<file path="src/rtl/midi_uart_tx.sv">
// midi_uart_tx: buffered 8N1 MIDI serializer for packed 3-byte channel messages
// Ports:
//   clk, reset      clock; synchronous active-high reset
//   midi_in[23:0]   {data2, data1, status} message, qualified by input_valid
//   input_valid     single-cycle push strobe (no backpressure)
//   tx              serial line, idle high, LSB first
//   busy            FIFO non-empty or frame in flight
//   overflow        sticky: a push hit a full FIFO and was dropped
// Build option: MIDI_RUNNING_STATUS_EN suppresses a status byte equal to the last one sent.
module midi_uart_tx #(
  parameter int CLKS_PER_BIT    = 384,
  parameter int FIFO_DEPTH_LOG2 = 2
) (
  input  logic        clk,
  input  logic        reset,
  input  logic [23:0] midi_in,
  input  logic        input_valid,
  output logic        tx,
  output logic        busy,
  output logic        overflow
);
  localparam int CW = (CLKS_PER_BIT > 1) ? $clog2(CLKS_PER_BIT) : 1;
  localparam int AW = FIFO_DEPTH_LOG2;
  localparam logic [CW-1:0] TERM = CW'(CLKS_PER_BIT - 1);
  typedef enum logic [1:0] {IDLE, START, DATA, STOP} state_t;
  state_t r_state, w_state_nxt;
  logic [23:0] r_mem [2**AW];
  logic [AW:0] r_wr, r_rd;
  logic [CW-1:0] r_cnt, w_cnt_nxt;
  logic [2:0] r_bit, w_bit_nxt;
  logic [1:0] r_byte, w_byte_nxt;
  logic [23:0] r_msg, w_msg_nxt, w_head;
  logic r_tx, r_ovf, w_empty, w_full, w_push, w_pop, w_term, w_skip, w_tx_nxt;
  assign w_empty = r_wr == r_rd;
  assign w_full  = (r_wr[AW] != r_rd[AW]) && (r_wr[AW-1:0] == r_rd[AW-1:0]);
  assign w_push  = input_valid && !w_full;
  assign w_head  = r_mem[r_rd[AW-1:0]];
  assign w_term  = r_cnt == TERM;
`ifdef MIDI_RUNNING_STATUS_EN
  logic [7:0] r_status;
  logic       r_status_v;
  assign w_skip = r_status_v && (w_head[7:0] == r_status);
  always_ff @(posedge clk)
    if (reset) begin
      r_status_v <= 1'b0;
      r_status   <= '0;
    end else if (w_pop && !w_skip) begin
      r_status_v <= 1'b1;
      r_status   <= w_head[7:0];
    end
`else
  assign w_skip = 1'b0;
`endif
  always_comb begin
    w_pop       = 1'b0;
    w_state_nxt = r_state;
    w_cnt_nxt   = '0;
    w_bit_nxt   = r_bit;
    w_byte_nxt  = r_byte;
    w_msg_nxt   = r_msg;
    case (r_state)
      IDLE: if (!w_empty) begin
        w_pop       = 1'b1;
        w_state_nxt = START;
      end
      START: begin
        w_cnt_nxt = w_term ? '0 : r_cnt + CW'(1);
        if (w_term) w_state_nxt = DATA;
      end
      DATA: begin
        w_cnt_nxt = w_term ? '0 : r_cnt + CW'(1);
        if (w_term) w_bit_nxt = r_bit + 3'd1;
        if (w_term && r_bit == 3'd7) w_state_nxt = STOP;
      end
      STOP: begin
        w_cnt_nxt = w_term ? '0 : r_cnt + CW'(1);
        if (w_term && r_byte != 2'd2) begin
          w_byte_nxt  = r_byte + 2'd1;
          w_state_nxt = START;
        end else if (w_term) begin
          w_pop       = !w_empty;
          w_state_nxt = w_empty ? IDLE : START;
        end
      end
      default: w_state_nxt = IDLE;
    endcase
    if (w_pop) begin
      w_msg_nxt  = w_head;
      w_byte_nxt = w_skip ? 2'd1 : 2'd0;
    end
    // tx is registered from next-cycle state so the line changes exactly on bit boundaries
    w_tx_nxt = (w_state_nxt == START) ? 1'b0 :
               (w_state_nxt == DATA)  ? w_msg_nxt[{w_byte_nxt, w_bit_nxt}] : 1'b1;
  end
  always_ff @(posedge clk)
    if (reset) begin
      r_state <= IDLE;
      r_wr    <= '0;
      r_rd    <= '0;
      r_cnt   <= '0;
      r_bit   <= '0;
      r_byte  <= '0;
      r_msg   <= '0;
      r_tx    <= 1'b1;
      r_ovf   <= 1'b0;
    end else begin
      r_state <= w_state_nxt;
      r_wr    <= r_wr + (AW+1)'(w_push);
      r_rd    <= r_rd + (AW+1)'(w_pop);
      r_cnt   <= w_cnt_nxt;
      r_bit   <= w_bit_nxt;
      r_byte  <= w_byte_nxt;
      r_msg   <= w_msg_nxt;
      r_tx    <= w_tx_nxt;
      r_ovf   <= r_ovf | (input_valid & w_full);
    end
  always_ff @(posedge clk)
    if (w_push) r_mem[r_wr[AW-1:0]] <= midi_in;
  assign tx       = r_tx;
  assign busy     = !w_empty || r_state != IDLE;
  assign overflow = r_ovf;
endmodule

</file>
<file path="config.mk">
export PLATFORM = sky130hd
export DESIGN_NAME = midi_uart_tx
export DESIGN_NICKNAME = d
export VERILOG_FILES = /design/src/rtl/midi_uart_tx.sv
export SDC_FILE = /design/constraint.sdc
export NUM_CORES = 1
export LEC_CHECK = 0
export CORE_UTILIZATION = 45
export CTS_BUF_LIST = sky130_fd_sc_hd__clkbuf_2 sky130_fd_sc_hd__clkbuf_4 sky130_fd_sc_hd__clkbuf_8
export DETAILED_ROUTE_END_ITERATION = 16
export SKIP_CTS_REPAIR_TIMING = 1
export SYNTH_ARGS = -nofsm -noshare
export SYNTH_HDL_FRONTEND = slang
export SYNTH_SLANG_ARGS = --single-unit
</file>
<file path="constraint.sdc">
create_clock -name clk -period 6.18 [get_ports clk]
set_clock_uncertainty 0.1 [all_clocks]
set_input_delay 1.236 -clock clk [delete_from_list [all_inputs] [get_ports clk]]
set_output_delay 1.236 -clock clk [all_outputs]
set_load 0.005 [all_outputs]
</file>
### Word level (Yosys, flattened, before mapping)

Memories as Yosys holds them, arrays and structs flattened. A register that Yosys moved wholly into a read port is not among the register bits.
Cells that the tools add are included.

| cells by class | value |
|---|---|
| add/subtract/negate cells | 5 |
| order comparisons | 1 |
| equal/unequal tests | 11 |
| mux-type cells | 24 |
| bitwise gates (word level) | 3 |
| reduce and logical (&&, ||, !) cells | 11 |

Operators with widths:

| kind | number |
|---|---|
| $mux W24 | 1 |
| $mux W2 | 9 |
| $add A9 B1 Y9 const B | 1 |
| $eq A9 B9 Y1 const B | 1 |
| $mux W1 | 9 |
| $pmux W2 S4 | 1 |
| $add A3 B1 Y3 | 2 |
| $eq A2 B2 Y1 const B | 3 |
| $lt A5 B6 Y1 const B | 1 |
| $mux W3 | 2 |
| $reduce_or A3 Y1 | 2 |
| $bmux W1 S5 | 1 |
| $eq A2 B1 Y1 const B | 2 |
| $logic_and A1 B1 Y1 | 4 |
| $add A3 B1 Y3 const B | 1 |
| $eq A3 B3 Y1 | 1 |
| $eq A3 B3 Y1 const B | 1 |
| $add A2 B1 Y2 const B | 1 |
| $eq A2 B2 Y1 | 1 |
| $logic_not A1 Y1 | 2 |
| $logic_not A2 Y1 | 1 |
| $ne A2 B2 Y1 const B | 1 |
| $pmux W1 S2 | 1 |
| $reduce_bool A2 Y1 | 1 |
| 5 further kinds | 5 |

| storage, ports and cells | value |
|---|---|
| register bits | 48 |
| RAM bits | 96 |
| input bits | 27 |
| output and inout port bits | 3 |
| logic and storage cells | 65 |
| memories | 1 |

Memories:

| memory | depth | bits a word | rd ports | clocked after Yosys merged registers in | wr ports | RTL line | text |
|---|---|---|---|---|---|---|---|
| r_mem | 4 | 24 | 1 | 1 | 1 | 27 | `logic [23:0] r_mem [2**AW];` |

### Longest topological paths before layout

| depth | value |
|---|---|
| depth in word-level cells | 10 |
| depth in mapped cells | 13 |
| gate-level depth less buffers | 10 |

### Least setup slack after synthesis

Ideal clock, no wire load.

| timing | value |
|---|---|
| path type | input port to flip-flop |
| start point | input input_valid |
| end point | memory r_mem[2][0], enable pin |
| setup time | 0.440 ns |
| arrival time | 3.135 ns |
| data required time | 5.640 ns |
| slack | 2.505 ns |
| cell stages on the path | 2 |
| buffers on the path | 0 |
| cells stage by stage | nand2_1 -> nor3b_1 |

| on the way | value |
|---|---|
| cells in the longest elaborated chain, start to end | 3 |

RTL lines:

| item | RTL line | text |
|---|---|---|
| from (decl) | 17 | `input logic input_valid,` |
| $logic_and A1 B1 Y1 | 36 | `assign w_push = input_valid && !w_full;` |
| $mux W1 | 118 | `if (w_push) r_mem[r_wr[AW-1:0]] <= midi_in;` |
| $mux W1 (not written as such) | 118 |  |
| to (decl) | 27 |  |

No other way between the ends.

### Worst setup path in the final report

| timing | value |
|---|---|
| start point | register r_rd[0] |
| end point | register r_tx (netlist: tx) |

| on the way | value |
|---|---|
| cells in the longest elaborated chain, start to end | 10 |
| elaborated cells on any way between the ends | 19 |
| classes of those cells | eq/ne (3); mux (15); reduce/logical (1) |

RTL lines:

| item | RTL line | text |
|---|---|---|
| from (decl) | 28 | `logic [AW:0] r_wr, r_rd;` |
| from (signal assigned) | 109 | `r_rd <= r_rd + (AW+1)'(w_pop);` |
| $eq A3 B3 Y1 * | 34 | `assign w_empty = r_wr == r_rd;` |
| $logic_not A1 Y1 | 81 | `w_pop = !w_empty;` |
| $mux W1 | 80 | `end else if (w_term) begin` |
| $mux W1 | 77 | `if (w_term && r_byte != 2'd2) begin` |
| $pmux W1 S2 | 61 | `case (r_state)` |
| $mux W24 or $mux W2 (tied branches) | 87 | `if (w_pop) begin` |
| $bmux W1 S5 | 93 | `(w_state_nxt == DATA) ? w_msg_nxt[{w_byte_nxt, w_bit_nxt}] : 1'b1;` |
| $mux W1 (not written as such) | 93 |  |
| $mux W1 | 93 |  |
| $mux W1 * | 92 | `w_tx_nxt = (w_state_nxt == START) ? 1'b0 :` |
| to (signal assigned) | 114 | `r_tx <= w_tx_nxt;` |
| to (decl) | 33 | `logic r_tx, r_ovf, w_empty, w_full, w_push, w_pop, w_term, w_skip, w_tx_nxt;` |

Every way passes the cells marked *; elsewhere a longest branch is shown, timed or not. The select of a mux whose other input is x is not followed.
A chain may end at the register's enable or synchronous reset.

==> impl_metrics.toml <==
[power_and_ir_drop]
power_density_mw_per_mm2 = 369
vdd_ir_drop_max_mv = 0.205
p_leak_nw = 2.34

[logic_synthesis]
synth.area.top_cells = "edfxtp_1, dfxtp_1, mux4_2"
synth_top_area_share_pct = 48.3
syn_area_mm2 = 0.00597
ys_ff_latch = 144
post_synth_num_cell_types = 50
synth_ff_type = "edfxtp_1"
synth_area_per_cell_um2 = 13.9
synthCells = 430
yosysTopAreaCell = "edfxtp_1"
ys_warn_count = 0
synthArstFlopShare_pct = 0
synth_nets = 470
synth_edf_count = 96
synth.yosys.seq_area_share_pct = 64.4

[floorplanning]
num_rows = 41
initial_core_util_pct = 46.8
die_h_um = 117
fp.coreArea_mm2 = 0.0128
dieArea_mm2 = 0.0137
num_io_pins = 30
die_x_um = 117

[min_path]
holdPathStages = 1
holdCritPathClass = "reg2reg"

[placement]
portBuffers = 29
pre_cts_slack_ns = 2.04
dpl_cell_area_mm2 = 0.00644
place_hpwl_um = 6510
post-place-cells = 615
gp_congestion = 0.870

[setup_path]
critPathKind = "reg2reg"
path_max_fanout = 31
worstSetupStartpointType = "register"
arrival_ns = 4.29
cpPeakStageDelay_ns = 0.97
worstPathCellList = "xnor2_1 -> and3_1 -> or3_1 -> inv_1 -> or3_1 -> a22o_1 -> a41oi_2"
cp.required_ns = 6.45
crit_top_cell = "or3_1"
reg2regPathDepth = 7
end_kind = "register"
slowest_stage = "dfxtp_2"

[grt]
grt_max_degree = 41
overflow = 0
top_usage_layer = "met2"
grt_pass1_wl_um = 17300
grtUsageMet2_pct = 27.6
antenna_found_initial = 0
grt_pass1_vias = 3462
use_met1_pct = 22.4
grt.total_usage_pct = 17.4
use_met3_pct = 5.10

[cts]
clock_latency_ns = 0.45
cts.clk_slew.worst_paths_ns = 0.07
cts_buffers = 17
ctsRootBufferMaster = "clkbuf_8"
h-tree-depth = 4
cts_tree = "yes"
cts_sinks = 144
clk_path_buf_depth = 2

[final_layout]
syn_to_final_growth_pct = 14.3
antennaDiodeCount = 0
nFillCells = 1079
final_cell_count_no_fill = 647
drive_gt1_share_pct = 15.8
fin_area_mm2 = 0.00682
layout.nets = 502

[routing]
drc = 0
drt_iter0_markers = 215
via_count = 3381
ant_nets = 0
dr.pass1.iters = 4
via_per_inst = 5.23
wire_per_inst_um = 16.3
wl_um = 10500

[sta]
min_period_over_period_pct = 65.0
finalHoldViolations = 0
slew_viol_final = 0
worst_slew_pin_slew_ns = 0.970
fmax_mhz = 249
setup_violations = 0
maxSlewHeadroom_pct = 35.3
setup_tns_ns = 0
fin_ws_ns = 2.16
rsz0062_at_grt = "false"
fin_crit_ns = 4.02
holdWs_ns = 0.350

[outcome]
status = "complete, no violations"

[flow_run]
maxCapViolCount = 0
-- cells in the mapped netlist (3+ instances only) --
cell / instances
edfxtp_1: 96
xor2_1: 5
ha_1: 13
a31oi_1: 3
clkbuf_1: 13
mux4_2: 24
nor3b_1: 4
dfxtp_1: 48
nand2_1: 58
o21ai_0: 5
nor2b_1: 7
or3_1: 3
buf_2: 6
nand3_1: 5
a211oi_1: 5
xnor2_1: 9
and3_1: 4
mux2i_1: 14
nor2_1: 26
inv_1: 11
nor3_1: 8
a21oi_1: 32
-- layout make-up --
type | instances | area, um2 | share of cell area, %
tap | 172 | 215 | 3.15
multi-input combinational | 253 | 2010 | 29.4
inverter | 11 | 41.3 | 0.605
clock inverter | 14 | 139 | 2.04
sequential | 144 | 3840 | 56.3
timing repair buffer | 35 | 335 | 4.91
clock buffer | 18 | 241 | 3.54
-- worst paths after layout --
check                      startpoint             endpoint  slack [ns]
setup / recovery   r_rd[0]$_SDFF_PP0_        tx$_SDFF_PP1_        2.16
hold / removal    r_cnt[0]$_SDFF_PP0_  r_cnt[0]$_SDFF_PP0_        0.35
setup reg to reg   r_rd[0]$_SDFF_PP0_        tx$_SDFF_PP1_        2.16
hold reg to reg   r_cnt[0]$_SDFF_PP0_  r_cnt[0]$_SDFF_PP0_        0.35
-- report_power, final --
part	switching, mW	internal, mW	leakage, nW
Clock	0.350	0.361	0.195
Combinational	0.296	0.269	0.868
Sequential	0.103	1.14	1.27
-- routing by layer --
layer / share of wire (%) / up-vias
met2: 48 / 61
met4: 2.0 / 0
met5: 0 / -
met1: 46 / 1644
li1: - / 1661
met3: 3.9 / 15
-- flip-flops by register name (all words and copies together) (netlist names) --
name	cells
r_state	2
overflow	1
r_byte	2
r_msg	24
r_rd	3
tx	1
r_mem	96
r_bit	3
r_wr	3
r_cnt	9
-- metrics by stage --
step           power, mW  util, %
2_1_floorplan       1.68        -
3_3_place_gp        1.83     50.4
3_5_place_dp        1.84     50.4
4_1_cts             2.55     53.4
5_1_grt             2.66     53.4
6_report            2.52     53.4
-- cells by family (layout without fill, tap and decap cells) --
kind of cell	after synthesis	count (layout)	synth area share, %
DFF	144	144	64.4
buffers and inverters	33	78	2.33
xor gates and xnor gates	14	14	2.05
AOI/OAI and AO/OA	57	57	5.89
and+or+nand+nor	127	127	10.1
muxes	42	42	12.6
adders and majority gates	13	13	2.72
-- critical path: cells and delay by family, from the launching register on --
family,cells,cell delay [ns]
and+or+nand+nor,3,1.51
DFF,1,0.97
buffers and inverters,1,0.72
AOI/OAI and AO/OA,2,0.41
xor gates and xnor gates,1,0.21
-- cells in the final DEF (no fill, tap or decap), types with 9 or more instances in the layout --
cell / instances
a21oi_1: 32
clkbuf_8: 17
clkdlybuf4s50_1: 29
dfxtp_1: 47
edfxtp_1: 96
ha_1: 13
inv_1: 11
mux2i_1: 14
mux4_2: 24
nand2_1: 58
nor2_1: 25
xnor2_1: 9
Power figures use the tool's default switching activity.
